$ cat src/rtl/krnl_partialknn_local_sp_reader_if.sv
// Bus bundle for krnl_partialknn_local_sp_reader.
//
// Carries two groups of signals:
//   - the single-port buffer read port: address0, ce0, we0, d0 (driven by the
//     reader) and q0 (driven by the memory, ReadLatency cycles after ce0);
//   - the output word stream: out_data, out_valid (driven by the reader) and
//     out_ready (driven by the consumer).
//
// Stream handshake: a word transfers on every rising clk edge where
// out_valid and out_ready are both 1. Once out_valid is raised it stays high,
// and out_data stays unchanged, until that transfer happens; out_ready may
// change freely and the reader never waits on it before raising out_valid.
//
// Modports:
//   master - the reader (drives address0/ce0/we0/d0/out_data/out_valid)
//   slave  - the environment: memory plus stream consumer
interface krnl_partialknn_local_sp_reader_if #(
    parameter int DataWidth    = 256,
    parameter int AddressWidth = 11
);
    logic [AddressWidth-1:0] address0;
    logic                    ce0;
    logic                    we0;
    logic [DataWidth-1:0]    d0;
    logic [DataWidth-1:0]    q0;
    logic [DataWidth-1:0]    out_data;
    logic                    out_valid;
    logic                    out_ready;

    modport master (
        output address0, ce0, we0, d0, out_data, out_valid,
        input  q0, out_ready
    );

    modport slave (
        input  address0, ce0, we0, d0, out_data, out_valid,
        output q0, out_ready
    );
endinterface

$ cat src/rtl/krnl_partialknn_local_sp_reader.sv
// Read-side initiator for the partialKnn local single-port URAM buffer.
//
// A start pulse (accepted only while idle) latches base/count and issues
// count sequential reads base, base+1, ... (wrapping at AddressRange). Read
// data comes back ReadLatency cycles after ce0 and lands in a small output
// FIFO whose head is presented as a valid/ready stream. A read is only issued
// while FIFO occupancy plus reads in flight is below FifoDepth, so returning
// data always has a slot and nothing is lost under backpressure.
//
// Ports:
//   clk, reset      - clock, asynchronous active-high reset
//   start           - one-cycle request, sampled only in IDLE
//   base, count     - first word address and number of words (0..AddressRange)
//   bus (master)    - buffer read port and output stream (see interface file)
//   busy            - high from the cycle after accept through the done cycle
//   done            - one-cycle pulse after the last word has been handed off
//   state_dbg       - current FSM state, for observation only
module krnl_partialknn_local_sp_reader #(
    parameter int DataWidth    = 256,
    parameter int AddressRange = 2048,
    parameter int AddressWidth = 11,
    parameter int ReadLatency  = 2,
    parameter int FifoDepth    = 4
) (
    input  logic                                 clk,
    input  logic                                 reset,
    input  logic                                 start,
    input  logic [AddressWidth-1:0]              base,
    input  logic [AddressWidth:0]                count,
    krnl_partialknn_local_sp_reader_if.master    bus,
    output logic                                 busy,
    output logic                                 done,
    output logic [1:0]                           state_dbg
);

    localparam int PtrWidth = (FifoDepth > 1) ? $clog2(FifoDepth) : 1;
    localparam int CntWidth = $clog2(FifoDepth + 1);
    localparam int SumWidth = 8;

    typedef enum logic [1:0] {
        S_IDLE  = 2'd0,
        S_ISSUE = 2'd1,
        S_DRAIN = 2'd2,
        S_DONE  = 2'd3
    } state_t;

    state_t                  state;
    state_t                  state_next;

    logic [AddressWidth-1:0] addr_q;
    logic [AddressWidth-1:0] addr_next;
    logic [AddressWidth:0]   remaining_q;

    // One bit per outstanding read; bit 0 is the read issued last cycle and
    // the top bit marks the cycle its data is on q0.
    logic [ReadLatency-1:0]  pipe_q;

    logic [DataWidth-1:0]    fifo_mem [FifoDepth];
    logic [PtrWidth-1:0]     rd_ptr;
    logic [PtrWidth-1:0]     wr_ptr;
    logic [CntWidth-1:0]     fifo_count;

    logic [SumWidth-1:0]     in_flight;
    logic [SumWidth-1:0]     credit_sum;
    logic                    credit_ok;
    logic                    issue;
    logic                    push;
    logic                    pop;
    logic                    fifo_nonempty;

    // ------------------------------------------------------------------
    // Credit and handshake terms
    // ------------------------------------------------------------------
    always_comb begin
        in_flight = '0;
        for (int i = 0; i < ReadLatency; i++) begin
            in_flight = in_flight + SumWidth'(pipe_q[i]);
        end
    end

    // A pop in this cycle is not credited until the next cycle; this keeps
    // the credit check free of any path from out_ready.
    assign credit_sum    = SumWidth'(fifo_count) + in_flight;
    assign credit_ok     = credit_sum < SumWidth'(FifoDepth);
    assign issue         = (state == S_ISSUE) && credit_ok;
    assign push          = pipe_q[ReadLatency-1];
    assign fifo_nonempty = (fifo_count != '0);
    assign pop           = fifo_nonempty && bus.out_ready;

    assign addr_next = (addr_q == AddressWidth'(AddressRange - 1))
                     ? '0 : addr_q + AddressWidth'(1);

    // ------------------------------------------------------------------
    // FSM
    // ------------------------------------------------------------------
    always_ff @(posedge clk or posedge reset) begin
        if (reset) begin
            state <= S_IDLE;
        end else begin
            state <= state_next;
        end
    end

    always_comb begin
        state_next = state;
        unique case (state)
            S_IDLE: begin
                if (start) begin
                    state_next = (count == '0) ? S_DONE : S_ISSUE;
                end
            end
            S_ISSUE: begin
                if (issue && (remaining_q == (AddressWidth + 1)'(1))) begin
                    state_next = S_DRAIN;
                end
            end
            S_DRAIN: begin
                // Last word leaves when the FIFO holds exactly one word,
                // nothing is still in flight, and it is popped now.
                if (pop && (fifo_count == CntWidth'(1)) && (pipe_q == '0)) begin
                    state_next = S_DONE;
                end
            end
            S_DONE: begin
                state_next = S_IDLE;
            end
            default: begin
                state_next = S_IDLE;
            end
        endcase
    end

    assign busy      = (state != S_IDLE);
    assign done      = (state == S_DONE);
    assign state_dbg = state;

    // ------------------------------------------------------------------
    // Address / remaining-count / in-flight pipe / FIFO bookkeeping
    // ------------------------------------------------------------------
    always_ff @(posedge clk or posedge reset) begin
        if (reset) begin
            addr_q      <= '0;
            remaining_q <= '0;
            pipe_q      <= '0;
            rd_ptr      <= '0;
            wr_ptr      <= '0;
            fifo_count  <= '0;
        end else begin
            pipe_q <= ReadLatency'({pipe_q, issue});

            if ((state == S_IDLE) && start) begin
                addr_q      <= base;
                remaining_q <= count;
            end else if (issue) begin
                addr_q      <= addr_next;
                remaining_q <= remaining_q - (AddressWidth + 1)'(1);
            end

            if (push) begin
                wr_ptr <= (wr_ptr == PtrWidth'(FifoDepth - 1)) ? '0 : wr_ptr + PtrWidth'(1);
            end
            if (pop) begin
                rd_ptr <= (rd_ptr == PtrWidth'(FifoDepth - 1)) ? '0 : rd_ptr + PtrWidth'(1);
            end

            unique case ({push, pop})
                2'b10:   fifo_count <= fifo_count + CntWidth'(1);
                2'b01:   fifo_count <= fifo_count - CntWidth'(1);
                default: fifo_count <= fifo_count;
            endcase
        end
    end

    // Storage needs no reset: out_data is forced to zero whenever empty.
    always_ff @(posedge clk) begin
        if (push) begin
            fifo_mem[wr_ptr] <= bus.q0;
        end
    end

    // ------------------------------------------------------------------
    // Outputs onto the bus
    // ------------------------------------------------------------------
    assign bus.address0  = addr_q;
    assign bus.ce0       = issue;
    assign bus.we0       = 1'b0;
    assign bus.d0        = '0;
    assign bus.out_valid = fifo_nonempty;
    assign bus.out_data  = fifo_nonempty ? fifo_mem[rd_ptr] : '0;

endmodule

$ cat src/flat_wrapper.sv
// flat-port wrapper written by rule: the top's interface ports become plain ports
module krnl_partialknn_local_sp_reader_flat 
#(
    parameter int DataWidth    = 256,
    parameter int AddressRange = 2048,
    parameter int AddressWidth = 11,
    parameter int ReadLatency  = 2,
    parameter int FifoDepth    = 4
)
  (clk, reset, start, base, count, busy, done, state_dbg, bus_address0, bus_ce0, bus_we0, bus_d0, bus_out_data, bus_out_valid, bus_q0, bus_out_ready);
  krnl_partialknn_local_sp_reader_if #(.DataWidth(DataWidth), .AddressWidth(AddressWidth)) bus_i ();
  input  logic clk;
  input  logic reset;
  input  logic start;
  input  logic [AddressWidth-1:0] base;
  input  logic [AddressWidth:0] count;
  output logic busy;
  output logic done;
  output logic [1:0] state_dbg;
  output wire logic [$bits(bus_i.address0)-1:0] bus_address0;
  output wire logic [$bits(bus_i.ce0)-1:0] bus_ce0;
  output wire logic [$bits(bus_i.we0)-1:0] bus_we0;
  output wire logic [$bits(bus_i.d0)-1:0] bus_d0;
  output wire logic [$bits(bus_i.out_data)-1:0] bus_out_data;
  output wire logic [$bits(bus_i.out_valid)-1:0] bus_out_valid;
  input wire logic [$bits(bus_i.q0)-1:0] bus_q0;
  input wire logic [$bits(bus_i.out_ready)-1:0] bus_out_ready;
  assign bus_address0 = bus_i.address0;
  assign bus_ce0 = bus_i.ce0;
  assign bus_we0 = bus_i.we0;
  assign bus_d0 = bus_i.d0;
  assign bus_out_data = bus_i.out_data;
  assign bus_out_valid = bus_i.out_valid;
  assign bus_i.q0 = bus_q0;
  assign bus_i.out_ready = bus_out_ready;
  krnl_partialknn_local_sp_reader #(.DataWidth(DataWidth), .AddressRange(AddressRange), .AddressWidth(AddressWidth), .ReadLatency(ReadLatency), .FifoDepth(FifoDepth)) u_core (.clk(clk), .reset(reset), .start(start), .base(base), .count(count), .bus(bus_i), .busy(busy), .done(done), .state_dbg(state_dbg));
endmodule
$ cat config.mk
export PLATFORM = sky130hd
export DESIGN_NAME = krnl_partialknn_local_sp_reader_flat
export DESIGN_NICKNAME = d
export VERILOG_FILES = /design/src/rtl/krnl_partialknn_local_sp_reader_if.sv /design/src/rtl/krnl_partialknn_local_sp_reader.sv /design/src/flat_wrapper.sv
export SDC_FILE = /design/constraint.sdc
export NUM_CORES = 1
export LEC_CHECK = 0
export CORE_AREA = 5 5 316 318
export CTS_CLUSTER_SIZE = 16
export DETAILED_ROUTE_END_ITERATION = 12
export DIE_AREA = 0 0 321 323
export PLACE_DENSITY = 0.78
export SLEW_MARGIN = 20
export SYNTH_ARGS = -nofsm -noshare
export SYNTH_HDL_FRONTEND = slang
export SYNTH_SLANG_ARGS = --single-unit
$ cat constraint.sdc
create_clock -name clk -period 20.7 [get_ports clk]
set_input_delay 5.175 -clock clk [delete_from_list [all_inputs] [get_ports clk]]
set_output_delay 5.175 -clock clk [all_outputs]
set_load 0.01 [all_outputs]
==> flow_metrics.env, run 1 <==
export IMPL_drc=0
export IMPL_start_util=0.442
export IMPL_drive_gt1_frac=0.157
export IMPL_synth_edf_count=1024
export IMPL_htreeDepth=3
export IMPL_first_pass_iters=6
export IMPL_areaGrowthSynthToFinish_pct=22.3
export IMPL_layout_commonest_cell="edfxtp_1"
export IMPL_nFillCells=7108
export IMPL_place_port_buffers=555
export IMPL_final_nets=2997
export IMPL_regArea_sq_mm=0.0316
export IMPL_async_flop_share=0.0321
export IMPL_path_buf_inv=3
export IMPL_hold_end="u_core.pipe_q[1]"
export IMPL_reg2reg_from="u_core.wr_ptr[0]"
export IMPL_max_freq_mhz=101
export IMPL_yosysSeqAreaShare=0.743
export IMPL_synth_area_mux_share=0.137
export IMPL_grt_start_max_net_pins=146
export IMPL_cts_setup_buffers=0
export IMPL_final_cell_mix="edfxtp_1, clkdlybuf4s50_1, conb_1"
export IMPL_rr_worst_depth=5
export IMPL_fin_ws_ps=10800
export IMPL_pre_cts_slack_ps=11380
export IMPL_slew_violations=0
export IMPL_clock_path_buffers=3
export IMPL_fin_setup_tns_ps=0
export IMPL_crit_family="buffers and inverters"
export IMPL_root_buffer="clkbuf_16"
export IMPL_yosysUniqueCellTypes=38
export IMPL_status="finished, final reports clean"
export IMPL_drt_iter0_markers=1782
export IMPL_placementRows=114
export IMPL_worst_r2r_endpoint="u_core.fifo_mem[3][131]"
export IMPL_critical_path_endpoint_type="primary output"
export IMPL_cts_buffers=103
export IMPL_multiInputGateArea_sq_mm=0.00952
export IMPL_antenna_found_initial=38
export IMPL_grt_pass1_vias=21900
export IMPL_start_kind="register"
export IMPL_crit_path_max_fanout=48
export IMPL_rrSetupSlack_ps=16520
export IMPL_max_cap_violations=0
export IMPL_timing_final_crit_share=0.478
export IMPL_hpwl_mm=61.1
export IMPL_crit_path_frequent_cell="buf_4"
export IMPL_maxSlewHeadroom=0.266
export IMPL_cts_hold_fix_buffers=0
export IMPL_clk_latency_ps=690
export IMPL_cts_sinks=1058
export IMPL_synth_seq_cells=1058
export IMPL_core_area_sq_mm=0.0963
export IMPL_grt_setup_unrepaired="no"
export IMPL_finalHoldViolations=0
export IMPL_total_power_uw=7430
export IMPL_wl_per_cell_microns=23.5
export IMPL_die_x_microns=321
export IMPL_fin_skew_ps=32.2
export IMPL_p_leak_uw=0.0171
export IMPL_avgViaCountPerCell=5.12
export IMPL_worstSetupPathDepth=5
export IMPL_cts_tree="built"
export IMPL_wirelength_mm=96.1
export IMPL_min_path_type="reg -> reg"
export IMPL_place_congestion=0.829
export IMPL_dr_total_vias=20900
export IMPL_ys_flop_type="edfxtp_1"
export IMPL_die_height_microns=323
export IMPL_setup_viol=0
export IMPL_hold_path_cell_count=0
export IMPL_synth_compound_area_frac=0.00500
export IMPL_ctsResizeCount=0
export IMPL_io_pins=813
export IMPL_track_usage=0.179
export IMPL_avgSynthCellArea_sq_um=20.2
export IMPL_path_class="reg -> out"
export IMPL_dieArea_sq_mm=0.104
export IMPL_syn_inst=2106
export IMPL_fin_crit_ps=9900
export IMPL_tightest_slew_ps=1100
export IMPL_cpMaxStageDelayCell="dfrtp_4"
export IMPL_synth_warnings=0
export IMPL_netlist_area_sq_mm=0.0425
export IMPL_grt_overflow=0
export IMPL_cp_arrival_ps=4720
export IMPL_synth_fa_ha_area_frac=0.00618
export IMPL_synth_xor_area_share=0.00391
export IMPL_grt_pass1_wl_mm=140
export IMPL_synth_simple_gate_area_frac=0.0487
export IMPL_crit_required_ps=15530
export IMPL_worstHoldStart="u_core.pipe_q[0]"
export IMPL_clkTransAtPathRegs_ps=60
export IMPL_cp_slowest_stage_delay_ps=910
export IMPL_path_cells="buf_4 -> buf_4 -> mux4_2 -> and2_1 -> clkdlybuf4s50_1"
export IMPL_drtAntennaViolNets=0
export IMPL_synth_top_family_by_area="multiplexers"
export IMPL_ir_worst_vdd_v=0.000112
export IMPL_power_density_mw_per_mm2=143
==> per-layer routing <==
| metal | wire length, microns | GRT usage | vias up |
|---|---|---|---|
| met2 | 52400 | 0.315 | 907 |
| met1 | 32200 | 0.199 | 10800 |
| met5 | 126 | 0 | - |
| met3 | 7720 | 0.0513 | 177 |
| li1 | - | - | 8974 |
| met4 | 3730 | 0.0877 | 18 |
==> kinds of logic (layout without fill, tap and decap cells) <==
family                   Yosys count  after routing
flip-flops                      1058           1058
other                              1            287
AO/OA/AOI/OAI                     39             39
multiplexers                     262            262
AND/OR/NAND/NOR                  341            341
buffers and inverters            365            779
adder cells (fa/ha/maj)           21             21
XOR/XNOR                          19             19
==> cell type report <==
type                       count  area share
timing repair buffer         575       0.111
multi-input combinational    939       0.183
inverter                      16     0.00116
antenna                       30     0.00144
tap                         1276      0.0307
clock buffer                 123      0.0519
sequential                  1058       0.608
clock inverter                65      0.0125
==> metrics by stage <==
| stage | utilization | cells | hold WS [ps] | cell area, sq um |
|---|---|---|---|---|
| detailed placement | 0.504 | 3864 | 397 | 48600 |
| floorplan | - | 2362 | 380 | 43500 |
| CTS | 0.539 | 4052 | 420 | 51900 |
| finish | 0.540 | 4082 | 418 | 52000 |
| global placement | 0.504 | 3864 | 409 | 48600 |
| global route | 0.540 | 4076 | 441 | 52000 |
==> synthesized netlist by cell type, drive strengths merged (2+ instances only) <==
cell	n	area (sq um)
nor3b	2	20.0
and3	2	12.5
nand4	9	62.6
and2	260	1630
or3	3	18.8
nor4	9	56.3
nor2	28	105
o21ai	10	50.1
mux2	3	33.8
buf	294	2100
a31oi	3	18.8
a21oi	25	136
mux4	256	5770
edfxtp	1024	30700
ha	21	263
nand2	9	33.8
nand3	7	35.0
nand4b	3	26.3
xnor2	8	70.1
dfrtp	34	851
xor2	11	96.3
clkbuf	55	206
mux2i	3	30.0
nor3	5	36.3
inv	16	60.1
==> registers in the layout (all words and copies together) (netlist names) <==
register	flops
u_core.fifo_mem	1024
u_core.remaining_q	12
u_core.fifo_count	3
u_core.state_dbg	2
u_core.bus.address0	11
u_core.pipe_q	2
u_core.wr_ptr	2
u_core.rd_ptr	2
==> report_power, final <==
part	switching (uW)	internal, uW
Combinational	1310	1440
Clock	775	1070
Sequential	144	2700
Total	2230	5200
==> worst max-delay path by stage <==
stage / startpoint / to / slack [ps]
finish: u_core.rd_ptr[0] / bus_out_data[141] / 10800
global route: u_core.rd_ptr[0] / bus_out_data[141] / 10350
CTS: u_core.rd_ptr[0] / bus_out_data[141] / 10600
detailed placement: u_core.rd_ptr[0] / bus_out_data[139] / 11380
global placement: u_core.rd_ptr[0] / bus_out_data[124] / 11440
floorplan: u_core.wr_ptr[0] / u_core.fifo_mem[2][0] / 13630
Power figures use the tool's default switching activity.
==> run 2: changes to the inputs <==
==> constraint.sdc (replaced) <==
create_clock -name clk -period 9.18 [get_ports clk]
set_input_delay 2.295 -clock clk [delete_from_list [all_inputs] [get_ports clk]]
set_output_delay 2.295 -clock clk [all_outputs]
set_load 0.01 [all_outputs]
==> flow_metrics.env, run 2 (synthesis gave the netlist of run 1 again) <==
export IMPL_status="finished, final reports clean"
export IMPL_drive_gt1_frac=0.157
export IMPL_areaGrowthSynthToFinish_pct=22.4
export IMPL_timing_final_crit_share=0.651
export IMPL_post_route_util=0.541
export IMPL_p_leak_uw=0.0171
export IMPL_path_class="reg -> out"
export IMPL_dr_total_vias=20900
export IMPL_min_path_type="reg -> reg"
export IMPL_nFillCells=7190
export IMPL_setup_viol=0
export IMPL_fin_ws_ps=3200
export IMPL_ir_worst_vdd_v=0.000344
export IMPL_root_buffer="clkbuf_16"
export IMPL_drt_iter0_markers=1531
export IMPL_crit_start="u_core.rd_ptr[0]"
export IMPL_htreeDepth=3
export IMPL_largest_register_ffs=1024
export IMPL_top_register="u_core.fifo_mem"
export IMPL_path_cells="buf_12 -> buf_16 -> mux4_2 -> and2_1 -> clkdlybuf4s50_1"
export IMPL_clkTransAtPathRegs_ps=60
export IMPL_hpwl_mm=61.5
export IMPL_fin_skew_ps=19.8
export IMPL_max_cap_violations=0
export IMPL_ctsResizeCount=0
export IMPL_worstHoldStart="u_core.pipe_q[0]"
export IMPL_slew_violations=0
export IMPL_grt_overflow=0
export IMPL_tightest_slew_ps=1050
export IMPL_cpMaxStageDelayCell="dfrtp_4"
export IMPL_place_congestion=0.820
export IMPL_cts_hold_fix_buffers=0
export IMPL_cts_setup_buffers=0
export IMPL_critical_path_endpoint_type="primary output"
export IMPL_final_cell_mix="edfxtp_1, clkdlybuf4s50_1, conb_1"
export IMPL_dieArea_sq_mm=0.104
export IMPL_drc=0
export IMPL_maxSlewHeadroom=0.300
export IMPL_cts_tree="built"
export IMPL_clk_latency_ps=680
export IMPL_wl_per_cell_microns=23.8
export IMPL_drtAntennaViolNets=0
export IMPL_finalHoldViolations=0
export IMPL_grt_pass1_vias=22200
export IMPL_place_port_buffers=555
export IMPL_placementRows=114
export IMPL_grt_met1_usage=0.196
export IMPL_top_usage_layer="met2"
export IMPL_cp_arrival_ps=3680
export IMPL_fin_setup_tns_ps=0
export IMPL_io_pins=813
export IMPL_cts_sinks=1058
export IMPL_hold_path_cell_count=0
export IMPL_wirelength_mm=97.4
export IMPL_power_density_mw_per_mm2=322
export IMPL_track_usage=0.180
export IMPL_crit_required_ps=6890
export IMPL_final_nets=3003
export IMPL_rr_worst_depth=5
export IMPL_antenna_found_initial=40
export IMPL_pre_cts_slack_ps=3860
export IMPL_use_met3=0.0560
export IMPL_cp_slowest_stage_delay_ps=680
export IMPL_cts_buffers=104
export IMPL_die_x_microns=321
export IMPL_fin_crit_ps=5980
export IMPL_die_height_microns=323
export IMPL_crit_path_max_fanout=81
export IMPL_max_freq_mhz=167
export IMPL_core_area_sq_mm=0.0963
export IMPL_reg2reg_from="u_core.wr_ptr[1]"
export IMPL_globalRouteMet2Util=0.318
export IMPL_start_util=0.442
export IMPL_grt_pass1_wl_mm=141
export IMPL_first_pass_iters=6
export IMPL_total_power_uw=16800
export IMPL_grt_setup_unrepaired="no"
export IMPL_avgViaCountPerCell=5.09
export IMPL_grt_start_max_net_pins=259
export IMPL_layout_commonest_cell="edfxtp_1"
export IMPL_clock_path_buffers=3
export IMPL_start_kind="register"
export IMPL_rrSetupSlack_ps=5630
run 2: changes by cell type in the layout (fill, tap and decap cells not counted), sizes merged:
cell      change
clkinv        +8
buf           +5
diode         +5
bufinv        -2
clkbuf        +2
clkinvlp      -1
inv           -1
run 2: cell type report:
| type | count | area [sq um] | share of cell area |
|---|---|---|---|
| inverter | 16 | 60.1 | 0.00115 |
| clock buffer | 125 | 2700 | 0.0519 |
| clock inverter | 69 | 606 | 0.0116 |
| tap | 1276 | 1600 | 0.0307 |
| timing repair buffer | 580 | 5860 | 0.113 |
| sequential | 1058 | 31600 | 0.607 |
| multi-input combinational | 939 | 9520 | 0.183 |
| antenna | 35 | 87.6 | 0.00168 |
run 2: power breakdown:
group / switching, uW / internal, uW / total (uW)
logic: 3020 / 3260 / 6280
registers: 302 / 6080 / 6380
clock network: 1750 / 2350 / 4110
total: 5070 / 11700 / 16800
run 2: routing by layer:
layer | wire length [microns] | vias to the layer above
met5 | 90 | -
met3 | 8270 | 184
li1 | - | 8999
met2 | 52500 | 914
met4 | 4090 | 14
met1 | 32500 | 10800
run 2: critical path: cells and delay by family, from the launching register on:
family / cells / cell delay, ps
buffers and inverters: 3 / 1340
flip-flops: 1 / 680
multiplexers: 1 / 600
AND/OR/NAND/NOR: 1 / 190
run 2: final timing paths:
path | to
worst max-delay path | bus_out_data[212]
worst min-delay path | u_core.pipe_q[1]
worst max register to register | u_core.fifo_mem[1][212]
worst min register to register | u_core.pipe_q[1]
max in group asynchronous | u_core.rd_ptr[0]
min in group asynchronous | u_core.state_dbg[1]
run 2: stage by stage:
step	area [sq um]	hold WS (ps)	std cells
3_5_place_dp	48600	404	3867
6_report	52000	438	4098
2_1_floorplan	43500	380	2362
3_3_place_gp	48600	402	3867
5_1_grt	52000	452	4087
4_1_cts	51900	438	4061
